==> src/rtl/tensor_fadd_arbiter.sv <==
// Round-robin front end sharing one pipelined FP32 vector adder among NUM_REQS
// requesters: registered issue stage, credit-bounded in-flight ops, tag-routed result slots.
module tensor_fadd_arbiter #(
  parameter int NUM_REQS        = 4,
  parameter int DATAW           = 128,
  parameter int MAX_OUTSTANDING = 8,
  parameter int TAGW            = $clog2(NUM_REQS)
) (
  input  logic                                clk_i,
  input  logic                                reset_i,
  input  logic [NUM_REQS-1:0]                 req_valid_i,
  output logic [NUM_REQS-1:0]                 req_ready_o,
  input  logic [NUM_REQS-1:0][2*DATAW-1:0]    req_operands_i,
  output logic [NUM_REQS-1:0]                 rsp_valid_o,
  input  logic [NUM_REQS-1:0]                 rsp_ready_i,
  output logic [NUM_REQS-1:0][DATAW-1:0]      rsp_result_o,
  output logic [NUM_REQS-1:0][4:0]            rsp_fflags_o,
  output logic                                fpu_valid_in_o,
  input  logic                                fpu_ready_in_i,
  output logic [2*DATAW-1:0]                  fpu_operands_o,
  output logic [TAGW-1:0]                     fpu_tag_in_o,
  input  logic                                fpu_valid_out_i,
  output logic                                fpu_ready_out_o,
  input  logic [DATAW-1:0]                    fpu_result_i,
  input  logic [4:0]                          fpu_status_i,
  input  logic [TAGW-1:0]                     fpu_tag_i,
  output logic                                fpu_flush_o,
  output logic                                busy_o
);

  localparam int CNTW = $clog2(MAX_OUTSTANDING + 1);

  logic [TAGW-1:0]      rr_ptr_q, rr_ptr_d;
  logic                 issue_valid_q, issue_valid_d;
  logic [2*DATAW-1:0]   issue_ops_q, issue_ops_d;
  logic [TAGW-1:0]      issue_tag_q, issue_tag_d;
  logic [CNTW-1:0]      credits_q, credits_d;

  logic [NUM_REQS-1:0]  slot_full;
  logic [NUM_REQS-1:0]  accept_vec;
  logic [TAGW-1:0]      grant_idx;
  logic                 can_issue;
  logic                 accept;
  logic                 issue_fire;
  logic                 ret_fire;
  logic                 ret_dec;

  // Cyclic distance of a requester from the round-robin pointer; smaller wins.
  function automatic int rr_dist(int idx, logic [TAGW-1:0] ptr);
    return (idx + NUM_REQS - int'(ptr)) % NUM_REQS;
  endfunction

  assign can_issue = (~issue_valid_q | fpu_ready_in_i)
                   & (credits_q < CNTW'(MAX_OUTSTANDING))
                   & ~reset_i;

  genvar gi;
  generate
    for (gi = 0; gi < NUM_REQS; gi++) begin : g_req
      logic             blocked;
      logic             full_q, full_d;
      logic [DATAW-1:0] result_q, result_d;
      logic [4:0]       fflags_q, fflags_d;
      logic             load;

      // Ready only looks at requesters ahead of this one, never at its own valid.
      always_comb begin
        blocked = 1'b0;
        for (int j = 0; j < NUM_REQS; j++) begin
          if (req_valid_i[j] && (rr_dist(j, rr_ptr_q) < rr_dist(gi, rr_ptr_q))) begin
            blocked = 1'b1;
          end
        end
      end

      assign req_ready_o[gi] = can_issue & ~blocked;

      assign load = ret_fire & (fpu_tag_i == TAGW'(gi));

      always_comb begin
        full_d   = full_q;
        result_d = result_q;
        fflags_d = fflags_q;
        if (load) begin
          full_d   = 1'b1;
          result_d = fpu_result_i;
          fflags_d = fpu_status_i;
        end else if (full_q && rsp_ready_i[gi]) begin
          full_d = 1'b0;
        end
      end

      always_ff @(posedge clk_i or posedge reset_i) begin
        if (reset_i) begin
          full_q   <= 1'b0;
          result_q <= '0;
          fflags_q <= '0;
        end else begin
          full_q   <= full_d;
          result_q <= result_d;
          fflags_q <= fflags_d;
        end
      end

      assign slot_full[gi]    = full_q;
      assign rsp_valid_o[gi]  = full_q;
      assign rsp_result_o[gi] = result_q;
      assign rsp_fflags_o[gi] = fflags_q;
    end
  endgenerate

  assign accept_vec = req_valid_i & req_ready_o;
  assign accept     = |accept_vec;
  assign issue_fire = issue_valid_q & fpu_ready_in_i;

  always_comb begin
    grant_idx = '0;
    for (int i = 0; i < NUM_REQS; i++) begin
      if (accept_vec[i]) begin
        grant_idx = TAGW'(i);
      end
    end
  end

  // A full slot only accepts a new result if its requester drains it this cycle.
  assign fpu_ready_out_o = ~reset_i & (~slot_full[fpu_tag_i] | rsp_ready_i[fpu_tag_i]);
  assign ret_fire        = fpu_valid_out_i & fpu_ready_out_o;
  assign ret_dec         = ret_fire & (credits_q != '0);

  always_comb begin
    issue_valid_d = issue_valid_q;
    issue_ops_d   = issue_ops_q;
    issue_tag_d   = issue_tag_q;
    rr_ptr_d      = rr_ptr_q;
    if (accept) begin
      issue_valid_d = 1'b1;
      issue_ops_d   = req_operands_i[grant_idx];
      issue_tag_d   = grant_idx;
      rr_ptr_d      = (grant_idx == TAGW'(NUM_REQS - 1)) ? '0 : grant_idx + TAGW'(1);
    end else if (issue_fire) begin
      issue_valid_d = 1'b0;
    end
  end

  always_comb begin
    credits_d = credits_q;
    case ({accept, ret_dec})
      2'b10:   credits_d = credits_q + CNTW'(1);
      2'b01:   credits_d = credits_q - CNTW'(1);
      default: credits_d = credits_q;
    endcase
  end

  always_ff @(posedge clk_i or posedge reset_i) begin
    if (reset_i) begin
      rr_ptr_q      <= '0;
      issue_valid_q <= 1'b0;
      issue_ops_q   <= '0;
      issue_tag_q   <= '0;
      credits_q     <= '0;
    end else begin
      rr_ptr_q      <= rr_ptr_d;
      issue_valid_q <= issue_valid_d;
      issue_ops_q   <= issue_ops_d;
      issue_tag_q   <= issue_tag_d;
      credits_q     <= credits_d;
    end
  end

  assign fpu_valid_in_o = issue_valid_q;
  assign fpu_operands_o = issue_ops_q;
  assign fpu_tag_in_o   = issue_tag_q;
  assign fpu_flush_o    = reset_i;
  assign busy_o         = (credits_q != '0) | (|slot_full);

endmodule
==> config.mk <==
export PLATFORM = sky130hd
export DESIGN_NAME = tensor_fadd_arbiter
export DESIGN_NICKNAME = d
export VERILOG_FILES = /design/src/rtl/tensor_fadd_arbiter.sv
export SDC_FILE = /design/constraint.sdc
export NUM_CORES = 2
export LEC_CHECK = 0
export CORE_AREA = 2 2 760 762
export DETAILED_ROUTE_END_ITERATION = 12
export DIE_AREA = 0 0 762 764
export PLACE_DENSITY = 0.3
export SYNTH_ARGS = -nofsm -noshare
export SYNTH_HDL_FRONTEND = slang
export SYNTH_SLANG_ARGS = --single-unit
==> constraint.sdc <==
create_clock -name clk_i -period 36.4 [get_ports clk_i]
set_clock_uncertainty 0.15 [all_clocks]
set_input_delay 7.28 -clock clk_i [delete_from_list [all_inputs] [get_ports clk_i]]
set_output_delay 7.28 -clock clk_i [all_outputs]
set_load 0.005 [all_outputs]
# Yosys cells after proc, flatten, opt, wreduce, memory -nomap -nowiden
# Cells that the tools add are included.
[word_totals]
register_bits = 801
input_bits = 1171
[op_classes]
addsub = 7
order_cmp = 19
eq_ne = 6
muxes = 37
bitwise = 29
n_reduce_logical = 34
[op_table]
columns = ["operator", "count"]
rows = [
  ["256-bit binary-select mux with 2-bit select", 1],
  ["256-bit two-way mux", 1],
  ["3-bit < comparator", 16],
  ["1-bit two-way mux", 29],
  ["1-bit logical AND", 20],
  ["1-bit AND", 18],
  ["3-bit by 2-bit subtractor with 4-bit output (first input constant)", 4],
  ["2-bit nonzero test", 6],
  ["2-bit == test (second input constant)", 4],
  ["4-bit one-hot mux with 2 select lines", 1],
  ["2-bit OR reduction", 4],
  ["4-bit OR reduction", 2],
  ["1-bit NOT", 7],
  ["2-bit by 3-bit < comparator with 1-bit output (second input constant)", 2],
  ["2-bit two-way mux", 3],
  ["4-bit by 1-bit adder with 4-bit output (second input constant)", 1],
  ["4-bit AND", 1],
  ["1-bit binary-select mux with 2-bit select", 2],
  ["2-bit by 1-bit == test with 1-bit output (second input constant)", 2],
  ["4-bit < comparator (second input constant)", 1],
  ["4-bit nonzero test", 1],
  ["4-bit by 1-bit subtractor with 4-bit output (second input constant)", 1],
  ["1-bit bitwise OR", 3],
  ["2-bit by 1-bit adder with 2-bit output (second input constant)", 1],
  ["2-bit zero test", 1],
]

# Longest topological paths before layout
[depth]
word_depth = 17
depth_mapped = 18

# Least setup slack after synthesis
# Ideal clock, no wire load.
[synth_timing]
kind = "input port to flip-flop"
startpoint = "input port reset_i"
endpoint = "register g_req[0].result_q[10]"
arrival_time_ns = 26.845
t_required_ns = 36.125
path_slack_ns = 9.280
cell_stages = 6
path_buffers = 2
cell_sequence = "inv_1 nand2_1 nor4_2 clkbuf_1 buf_2 mux2_2"
[synth_between]
elab_chain_cells = 4
[synth_lines]
columns = ["item", "line", "source"]
rows = [
  ["start: declaration", "10", "input logic reset_i,"],
  ["1-bit NOT", "126", "assign fpu_ready_out_o = ~reset_i & (~slot_full[fpu_tag_i] | rsp_ready_i[fpu_tag_i]);"],
  ["1-bit AND", "126", ""],
  ["1-bit AND", "127", "assign ret_fire = fpu_valid_out_i & fpu_ready_out_o;"],
  ["1-bit AND", "78", "assign load = ret_fire & (fpu_tag_i == TAGW'(gi));"],
  ["end signal: assignment", "100", "result_q <= result_d;"],
  ["end: declaration", "62", "logic [DATAW-1:0] result_q, result_d;"],
]
# Every way passes these cells.
# A chain may end at the register's enable or synchronous reset.

# Worst setup path in the final report
[layout_timing]
startpoint = "input port fpu_tag_i[1]"
endpoint = "output port fpu_ready_out_o"
[layout_between]
elab_chain_cells = 5
word_cells_on_any_way = 7
cone_classes = "mux (4); bitwise (3)"
[layout_lines]
columns = ["item", "line", "source"]
rows = [
  ["start: declaration", "26", "input logic [TAGW-1:0] fpu_tag_i,"],
  ["1-bit binary-select mux with 2-bit select", "126", ""],
  ["1-bit two-way mux (not written as such)", "126", ""],
  ["1-bit NOT", "126", ""],
  ["1-bit bitwise OR (*)", "126", ""],
  ["1-bit AND (*)", "126", ""],
  ["end: declaration", "23", "output logic fpu_ready_out_o,"],
]
# Mark *: on every way between the ends. The rest lies on a longest branch, timed or not. The select of a mux whose other input is x is not followed.

==> metrics <==
Worst Path Buf+Inv=2; Final Max Tran Viols=0; worst-path cell chain=clkdlybuf4s50_1, nor2b_1, a211o_1, a21oi_1, clkdlybuf4s50_1; CTS tree=yes; Comb pwr share=0.440; Clk network pwr share=0.271; Sw Ratio=0.3968; min Tclk post-route=17.70 ns; Max Cap Viol=0; Post-DRT Antenna Nets=1; HP Class=flop to flop; Sw Pwr=0.001856 W; Worst Reg-to-Reg Cells=10; total grt overflow=0; Post-DP Area=0.06555 mm²; initial antenna violation count=418; setup TNS=0 ns; status=finished, violations left; RSZ-0062 raised after global routing=no; Syn. warnings=0; part of the cycle the worst path needs=0.4864; synthesis-to-finish area growth=90.36%; Hold-fix buffers, CTS=0; Synth area leader=dfrtp_1; share of cells above drive strength 1=0.1803; Die Width=762 µm; slowest CP cell=a21oi_1; Main synth FF type=dfrtp_1; CTS Sinks=801; die area=0.5822 mm²; Internal Dissipation=0.002821 W; sequential area share after synthesis=0.5459; Top cell by count, worst path=clkdlybuf4s50_1; VDD IR max=0.00004285 V; hold endpoint=g_req[3].result_q[14]$_DFFE_PP0P_; R2R Path Start=rr_ptr_q[1]$_DFFE_PP0P_; failing checks=antenna rules; CTS root buf=clkbuf_16; # port buffers=1972; Worst Hold Launch=g_req[3].result_q[14]$_DFFE_PP0P_; Reg clk slew, reported paths=0.06 ns; core box area=0.5749 mm²; delay-heaviest family, CP=buffers and inverters; max incr delay on CP=0.98 ns; H-tree depth=3; nets=6101; CP Data Required Time=28.97 ns; final instance area=0.06989 mm²; Clk Latency, worst-skew pair=0.90 ns; largest cells by area after synthesis=dfrtp_1, mux2_2, o221ai_1, and3_1, o22ai_1; First-pass DRT Iterations=5; most common cell in the synthesized netlist=dfrtp_1; Reg2Reg Capture Point=fpu_operands_o[166]$_DFFE_PP0P_; worst-path maximum fanout=8; Max Fclk=0.05649 GHz; final setup vio count=0; Initial Util=0.06386; PwrDens=66.92 mW/mm²; syn nets=4234; most instantiated cells after synthesis=dfrtp_1, mux2_2, clkbuf_1, and3_1; largest net degree at the start of global routing=156; Unique masters post-synth=50; CTS max path bufs=4; Tot GR Track Use=0.1524; Tightest Pin Transition=1.269 ns; first-pass GRT wire length=554.4 mm; vias per cell=3.088; Post-CTS Setup Bufs=0; Seq cells post-synth=801; initial DRC count=2993; ys async rst share=1.000; Leakage=25.17 nW; Yosys top cell area share=0.5459; CP arrival=10.27 ns; startpoint class of the critical path=input pin; # resized after CTS=0; drt drc=0; Post-synth EDFFs=0; cells after synthesis=3055; Reg power frac=0.289; hpwl dp=397.7 mm; Worst Setup Path Type=input pin to output port; DRT Wirelength=464.8 mm; vias in the first global route=39200; Core Rows=279; reg2reg setup slack=30.92 ns; I/O pin count=1973; DR vias=39230; Die H=764 µm; GPL Wtd Cong=0.9490; crit end category=output port; post-synthesis cell area=0.03672 mm²; Post-Syn Area per Cell=12.02 µm²; relative slew slack=0.1542; post-DR wirelength/cell=36.59 µm; final hold vios=0; Worst Hold Path Cells=1; CTS buffer count=119
-- worst max path at each step --
stage | depth (start not counted) | endpoint | startpoint | slack (ns)
2_1_floorplan | 1 | credits_q[0]$_DFFE_PP0P_ | reset_i | 6.46
3_3_place_gp | 5 | fpu_ready_out_o | fpu_tag_i[1] | 18.48
3_5_place_dp | 5 | fpu_ready_out_o | fpu_tag_i[1] | 18.53
4_1_cts | 5 | fpu_ready_out_o | fpu_tag_i[1] | 18.52
5_1_grt | 5 | fpu_ready_out_o | fpu_tag_i[1] | 18.59
6_report | 5 | fpu_ready_out_o | fpu_tag_i[1] | 18.70
-- cells in the final DEF, fill, tap and decap left out, types with 9 or more instances in the layout --
master           count
clkbuf_16          119
and3_1             259
o221ai_1           256
diode_2            103
buf_4              120
bufinv_16           14
inv_1                9
o22ai_2             21
clkbuf_1            21
clkdlybuf4s50_1   1972
clkinv_2            22
a31oi_1            236
o22ai_1            235
clkbuf_8            25
dfrtp_1            801
a31oi_2             20
mux2_2             532
nor3_1             256
-- worst register-to-register path, stage by stage (launching register included) --
cell and delay, ns:
dfrtp_1 0.44, inv_1 0.10, ha_1 0.22, nand2_1 0.12, and4_4 0.62, o21a_4 0.67, or2_4 0.62, buf_4 0.64
buf_4 0.78, buf_4 0.81, a31oi_1 0.28
-- per-stage QoR --
stage,instances,hold slack [ns],setup WS [ns],util,power [W]
after global placement,12390,0.3387,18.48,0.1140,0.003465
after global routing,12620,0.3601,18.59,0.1212,0.004929
final,12700,0.3522,18.70,0.1216,0.004677
after CTS,12600,0.3551,18.52,0.1211,0.004807
after floorplan,3055,0.3238,6.458,-,0.001999
after detailed placement,12390,0.3417,18.53,0.1140,0.003474
-- registers in the layout, summed over array words and instances, names as in the netlist --
signal          flops
fpu_valid_in_o      1
fpu_tag_in_o        2
g_req.fflags_q     20
rr_ptr_q            2
g_req.full_q        4
credits_q           4
g_req.result_q    512
fpu_operands_o    256
-- per-layer routing --
layer	routed length, µm	up-vias	part of all wire	track usage
met1	185000	19920	0.40	0.1799
met3	50380	726	0.11	0.06641
met5	708	-	0.0015	0
li1	-	15880	-	-
met4	15380	108	0.033	0.03754
met2	213300	2602	0.46	0.2526
-- cell type report --
cell class	count	area (µm²)
Fill cell	65460	505100
Timing Repair Buffer	2096	20720
Sequential cell	801	20040
Multi-Input combinational cell	1894	15240
Tap cell	7587	9493
Clock buffer	165	3401
Clock inverter	47	688.2
Antenna cell	103	257.7
Inverter	10	45.04
-- power groups by stage --
stage                     Combinational [W]  Sequential (W)  Clock (W)
after global routing                0.00219         0.00139    0.00135
after detailed placement            0.00211         0.00137          0
after global placement              0.00211         0.00136          0
after floorplan                    0.000645         0.00135          0
final                               0.00206         0.00135    0.00127
after CTS                           0.00212         0.00136    0.00133
-- cells by family (layout without fill, tap and decap cells) --
kind of cell	Yosys count	after routing	share of synthesized area
DFF	801	801	0.5459
AOI/OAI and AO/OA	785	785	0.1548
and+or+nand+nor	564	564	0.08748
muxes	533	533	0.1634
buffers and inverters	360	2318	0.04447
adders and majority gates	8	8	0.002931
xor gates and xnor gates	4	4	0.0009543
other	0	103	0
(Power assumes the default switching activity.)
